<file path="src/rtl/asi_pkg.sv">
// asi_pkg: shared AXI slave-interface constants and the per-beat write descriptor type
package asi_pkg;
  localparam int ASI_AW = 40;
  localparam int ASI_IW = 8;
  localparam int ASI_DW = 128;
  localparam int ASI_SLV_BYTES = ASI_DW / 8;
  typedef enum logic [1:0] {BT_FIXED = 2'd0, BT_INCR = 2'd1, BT_WRAP = 2'd2, BT_RESERVED = 2'd3} burst_e;
  localparam logic [7:0] WRAP_BL_2 = 8'd1;
  localparam logic [7:0] WRAP_BL_4 = 8'd3;
  localparam logic [7:0] WRAP_BL_8 = 8'd7;
  localparam logic [7:0] WRAP_BL_16 = 8'd15;
  localparam logic [2:0] TRSIZE_1B = 3'd0;
  localparam logic [2:0] TRSIZE_2B = 3'd1;
  localparam logic [2:0] TRSIZE_4B = 3'd2;
  localparam logic [2:0] TRSIZE_8B = 3'd3;
  localparam logic [2:0] TRSIZE_16B = 3'd4;
  localparam logic [2:0] TRSIZE_32B = 3'd5;
  localparam logic [2:0] TRSIZE_64B = 3'd6;
  localparam logic [2:0] TRSIZE_128B = 3'd7;
  typedef struct packed {
    logic [ASI_AW-1:0] addr;
    logic [ASI_SLV_BYTES-1:0] mask;
    logic last;
    logic [ASI_IW-1:0] id;
    logic err;
  } asi_beat_t;
endpackage

</file>
<file path="src/rtl/asi_beat_mask.sv">
// asi_beat_mask: byte-lane mask for one beat from the address low bits and effective size
module asi_beat_mask #(
  parameter int SB = 16,
  parameter int SW = 3,
  localparam int LB = $clog2(SB)
) (
  input  logic [LB-1:0] addr,
  input  logic [SW-1:0] esz,
  output logic [SB-1:0] mask
);
  logic [LB-1:0] bm, hi;
  for (genvar k = 0; k < LB; k++) assign bm[k] = esz > SW'(k);
  // aligned + B - 1 equals addr | (B-1) because the aligned low bits are zero
  assign hi = addr | bm;
  for (genvar i = 0; i < SB; i++) assign mask[i] = LB'(i) >= addr && LB'(i) <= hi;
endmodule

</file>
<file path="src/rtl/asi_aw_addr_gen.sv">
// asi_aw_addr_gen: expands AXI AW commands into per-beat descriptors; ASI_AW_4K_CHECK_EN flags INCR bursts crossing a 4KB page
module asi_aw_addr_gen
  import asi_pkg::*;
#(
  parameter int AXI_AW = 40,
  parameter int AXI_IW = 8,
  parameter int AXI_LW = 8,
  parameter int AXI_SW = 3,
  parameter int AXI_DW = 128
) (
  input  logic                ACLK,
  input  logic                ARESET,
  input  logic                cmd_valid,
  output logic                cmd_ready,
  input  logic [AXI_AW-1:0]   cmd_addr,
  input  logic [AXI_LW-1:0]   cmd_len,
  input  logic [AXI_SW-1:0]   cmd_size,
  input  logic [1:0]          cmd_burst,
  input  logic [AXI_IW-1:0]   cmd_id,
  output logic                beat_valid,
  input  logic                beat_ready,
  output logic [AXI_AW-1:0]   beat_addr,
  output logic [AXI_DW/8-1:0] beat_mask,
  output logic                beat_last,
  output logic [AXI_IW-1:0]   beat_id,
  output logic                beat_err
);
  localparam int SB = AXI_DW / 8;
  localparam int LB = $clog2(SB);
  typedef enum logic {IDLE, BURST} state_t;
  state_t state;
  logic [1:0] mode, c_mode;
  logic [AXI_SW-1:0] esz, c_esz, m_esz;
  logic [AXI_AW-1:0] wmask, c_wmask, c_b, b, inc, n_addr;
  logic [AXI_LW-1:0] cnt;
  logic [LB-1:0] m_addr;
  logic [SB-1:0] n_mask;
  logic take, adv, c_wrap_ok, c_err, c_page;
  assign cmd_ready = state == IDLE || (beat_valid && beat_ready && beat_last);
  assign take = cmd_valid && cmd_ready;
  assign adv = beat_valid && beat_ready && !beat_last;
  always_comb begin
    c_esz = cmd_size > AXI_SW'(LB) ? AXI_SW'(LB) : cmd_size;
    c_b = AXI_AW'(1) << c_esz;
    c_wmask = (AXI_AW'(cmd_len) << c_esz) | (c_b - AXI_AW'(1));
    c_wrap_ok = (cmd_len == AXI_LW'(WRAP_BL_2) || cmd_len == AXI_LW'(WRAP_BL_4) ||
                 cmd_len == AXI_LW'(WRAP_BL_8) || cmd_len == AXI_LW'(WRAP_BL_16)) &&
                (cmd_addr & (c_b - AXI_AW'(1))) == '0;
    c_mode = cmd_burst == BT_FIXED ? BT_FIXED : (cmd_burst == BT_WRAP && c_wrap_ok) ? BT_WRAP : BT_INCR;
    c_err = cmd_burst == BT_RESERVED || (cmd_burst == BT_WRAP && !c_wrap_ok) || cmd_size > AXI_SW'(LB);
    b = AXI_AW'(1) << esz;
    inc = (beat_addr & ~(b - AXI_AW'(1))) + b;
    // wrap window is W-aligned, so the window base bits come from the current address
    n_addr = mode == BT_FIXED ? beat_addr : mode == BT_WRAP ? (beat_addr & ~wmask) | (inc & wmask) : inc;
    m_addr = take ? cmd_addr[LB-1:0] : n_addr[LB-1:0];
    m_esz = take ? c_esz : esz;
  end
`ifdef ASI_AW_4K_CHECK_EN
  logic [AXI_AW-1:0] c_end;
  always_comb begin
    c_end = (cmd_addr & ~(c_b - AXI_AW'(1))) + ((AXI_AW'(cmd_len) + AXI_AW'(1)) << c_esz) - AXI_AW'(1);
    c_page = cmd_burst == BT_INCR && (c_end >> 12) != (cmd_addr >> 12);
  end
`else
  assign c_page = 1'b0;
`endif
  asi_beat_mask #(.SB(SB), .SW(AXI_SW)) u_mask (.addr(m_addr), .esz(m_esz), .mask(n_mask));
  always_ff @(posedge ACLK)
    if (ARESET) begin
      state <= IDLE;
      beat_valid <= 1'b0;
      beat_addr <= '0;
      beat_mask <= '0;
      beat_last <= 1'b0;
      beat_id <= '0;
      beat_err <= 1'b0;
      cnt <= '0;
      esz <= '0;
      wmask <= '0;
      mode <= BT_FIXED;
    end else if (take) begin
      state <= BURST;
      beat_valid <= 1'b1;
      beat_addr <= cmd_addr;
      beat_mask <= n_mask;
      beat_last <= cmd_len == '0;
      beat_id <= cmd_id;
      beat_err <= c_err || c_page;
      cnt <= cmd_len;
      esz <= c_esz;
      wmask <= c_wmask;
      mode <= c_mode;
    end else if (adv) begin
      beat_addr <= n_addr;
      beat_mask <= n_mask;
      beat_last <= cnt == AXI_LW'(1);
      cnt <= cnt - AXI_LW'(1);
    end else if (beat_valid && beat_ready) begin
      state <= IDLE;
      beat_valid <= 1'b0;
      beat_last <= 1'b0;
    end
endmodule

</file>
<file path="config.mk">
export PLATFORM = sky130hd
export DESIGN_NAME = asi_aw_addr_gen
export DESIGN_NICKNAME = d
export VERILOG_FILES = /design/src/rtl/asi_pkg.sv /design/src/rtl/asi_beat_mask.sv /design/src/rtl/asi_aw_addr_gen.sv
export SDC_FILE = /design/constraint.sdc
export NUM_CORES = 1
export LEC_CHECK = 0
export ABC_AREA = 1
export BUFFER_PORTS_ARGS = -buffer_cell sky130_fd_sc_hd__buf_2
export CORE_ASPECT_RATIO = 0.7
export CORE_MARGIN = 4
export CORE_UTILIZATION = 55
export CTS_CLUSTER_SIZE = 8
export DETAILED_ROUTE_END_ITERATION = 6
export PLACE_DENSITY_LB_ADDON = 0.1
export SYNTH_ARGS = -nofsm -noshare
export SYNTH_HDL_FRONTEND = slang
export SYNTH_HIERARCHICAL = 1
export SYNTH_SLANG_ARGS = --single-unit
</file>
<file path="constraint.sdc">
create_clock -name ACLK -period 3.4 [get_ports ACLK]
set_input_delay 0.34 -clock ACLK [delete_from_list [all_inputs] [get_ports ACLK]]
set_output_delay 0.34 -clock ACLK [all_outputs]
set_load 0.01 [all_outputs]
</file>
==> flow_metrics.tcl <==
set metrics [dict create \
    fin_crit_sh_pct 92.0 \
    r2r_slack_ns 0.27 \
    io_buffers 132 \
    n_fill_cell 1150 \
    drive_gt1_share_pct 17.2 \
    diodes 0 \
    synthFlopType "dfxtp_1" \
    postRouteAntennaNets 0 \
    dr_total_vias 7774 \
    tightestPinTransition_ns 0.978 \
    tns_ns 0 \
    async_flop_share_pct 0 \
    synthesis.area_mm2 0.00684 \
    grt_pass1_wl_um 34800 \
    grt_pass1_vias 6766 \
    syn_to_final_growth_pct 15.7 \
    power_density_mw_per_mm2 404 \
    drt_wl_total_um 21800 \
    leakagePower_nw 3.68 \
    postLayoutCellArea_mm2 0.00791 \
    synthCells 1129 \
    finalCriticalPeriod_ns 3.13 \
    core_area_mm2 0.0119 \
    placed_area_mm2 0.00764 \
    vias_per_cell 5.51 \
    cp_slowest_cell "dfxtp_1" \
    routabilityCongestion 0.999 \
    grt_antenna_before_repair 0 \
    cts_setup_buffers 0 \
    root_buffer "clkbuf_16" \
    crit_type "register to register" \
    post_drt_wl_per_cell_um 15.5 \
    setup_viol 0 \
    cp_max_fo 25 \
    critical-path-max-stage-delay_ns 0.42 \
    setup.worst_path.start "esz[1]$_SDFF_PP0_" \
    num_rows 33 \
    dr.pass1.iters 7 \
    fin_nets 1319 \
    setup.worst_path.end_class "register" \
    grt_max_degree 62 \
    vdd_drop_max_uv 290 \
    cts_sinks 102 \
    postLayoutSetupSlackWorst_ns 0.273 \
    hold_violations 0 \
    ys_types 53 \
    reg2reg_from "esz[1]$_SDFF_PP0_" \
    fmax_mhz 320 \
    syn-num-nets 1200 \
    ys_seq_area_share_pct 29.9 \
    crit_arrival_ns 3.34 \
    die_area_mm2 0.0143 \
    tritoncts "built" \
    clk_pin_slew_ns 0.08 \
    slew_headroom_pct 34.1 \
    synth-edff-count 0 \
    dp_hpwl_um 16500 \
    synth-seq-cells 102 \
    worstPathCellList "inv_2, nand2_1, nor2_1, inv_1, ha_1, nand2_4, nand2_1, nor2_2, inv_1, nor3_2, nand2_1, nor2_1, nand3_2, xor2_1, a21oi_1, nor2_1" \
    syn_avg_cell_area_um2 6.06 \
    drt_iter0_markers 926 \
    outcome "finished clean" \
    cts_buffer_depth 2 \
    maxSlewViolCount 0 \
    die_h_um 101 \
    hold_start "cmd_id[1]" \
    critical_path_required_ns 3.61 \
    cts_inserted_buffers 9 \
    rsz0062_at_grt "false" \
    post-place-ws_ns 0.366 \
    grt_overflow 0 \
    ctsHoldBuffers 0 \
    finish.utilization_pct 66.3 \
    path_buf_inv 3 \
    cpLargestDelayFamily "simple AND/OR/NAND/NOR gates" \
    start_util_pct 57.3 \
    start_kind "register" \
    hp-class "input port to register" \
    num_io_pins 133 \
    clock_latency_ns 0.35 \
    drv_cap 0 \
    die_w_um 141 \
    post_cts_resized 0 \
    track_usage_pct 30.2 \
    drc_errors 0 \
    yosysWarnings 6 \
    htree_levels 3 \
    fin_skew_ns 0.0107 \
]
[power breakdown]
group	switching [mW]	internal [mW]	total, mW
Clock	0.485	0.502	0.987
Sequential	0.0815	1.29	1.37
Combinational	0.556	0.282	0.838
Total	1.12	2.07	3.19
[layer usage]
layer / share of wire (%) / global-route usage (%) / up-vias
li1: - / - / 3917
met1: 48 / 48.0 / 3422
met2: 37 / 39.1 / 408
met3: 14 / 9.67 / 25
met4: 0.90 / 4.77 / 2
met5: 0.16 / 2.30 / -
[synthesized netlist by cell type (6+ instances only)]
cell / number / area (µm²)
clkbuf_1: 31 / 116
nor3_1: 17 / 85.1
xor2_1: 10 / 87.6
o211ai_1: 7 / 52.6
nand2_1: 243 / 912
dfxtp_1: 102 / 2040
nand3_2: 8 / 80.1
o22ai_1: 11 / 68.8
inv_1: 165 / 619
or2_2: 6 / 37.5
nand4_1: 22 / 138
ha_1: 6 / 75.1
nor2_1: 178 / 668
a21oi_1: 57 / 285
nand3_1: 67 / 335
o21ai_1: 7 / 35.0
o21ai_0: 87 / 435
a31oi_1: 23 / 144
nor2_2: 15 / 93.8
[kinds of logic after synthesis]
kind of cell | synth area share (%)
xor gates and xnor gates | 1.41
adders and majority gates | 1.10
other | 0.110
and+or+nand+nor | 37.6
buffers and inverters | 11.8
DFF | 29.9
AOI/OAI and AO/OA | 18.1
[state kept, by name, summed over array words and instances, names as in the netlist]
register and count:
beat_addr 40, beat_err 1, beat_id 8, beat_last 1, beat_mask 16, cnt 8
esz 3, mode 2, state 1, wmask 22
[stage by stage]
stage,power (mW),hold WS (ns),instances
floorplan,1.94,0.422,1129
global placement,2.21,0.432,1394
detailed placement,2.21,0.434,1394
CTS,3.19,0.231,1410
global route,3.36,0.251,1410
finish,3.19,0.230,1410
[final cells by class]
cell class                      instances  area (µm²)  share of cell area (%)
Multi-Input combinational cell        819        3990                    50.4
Clock buffer                           10         229                    2.89
Clock inverter                          6        45.0                   0.569
Inverter                              168         631                    7.97
Sequential cell                       102        2040                    25.8
Tap cell                              157         196                    2.48
Timing Repair Buffer                  148         781                    9.87
[placed cells by master, fill, tap and decap left out, types with 3 or more instances in the layout]
cell	Yosys	final
a211oi_1	4	4
a21oi_1	57	57
a31oi_1	23	23
buf_2	4	132
buf_4	2	16
clkbuf_16	0	9
clkinvlp_4	0	3
dfxtp_1	102	102
ha_1	6	6
inv_1	165	165
inv_2	2	3
nand2_1	243	243
nand2_2	5	5
nand3_1	67	67
nand3_2	8	8
nand4_1	22	22
nor2_1	178	178
nor2_2	15	15
nor2_4	3	3
nor3_1	17	17
nor3_2	5	5
nor4_1	4	4
o211ai_1	7	7
o21ai_0	87	87
o21ai_1	7	7
o21bai_1	3	3
o221ai_1	5	5
o22ai_1	11	11
or2_2	6	6
xor2_1	10	10
[final timing paths]
check	to	depth (start not counted)
setup reg to reg	beat_addr[21]$_SDFFE_PP0P_	16
hold / removal	beat_id[1]$_SDFFE_PP0P_	3
setup / recovery	beat_addr[21]$_SDFFE_PP0P_	16
hold reg to reg	wmask[12]$_SDFFE_PP0P_	2
[worst min-delay path, cell delays in order]
cell,delay [ns]
buf_2,0.07
o21ai_0,0.07
nor2_1,0.07
Note: power is estimated with default switching activity, not from simulation.
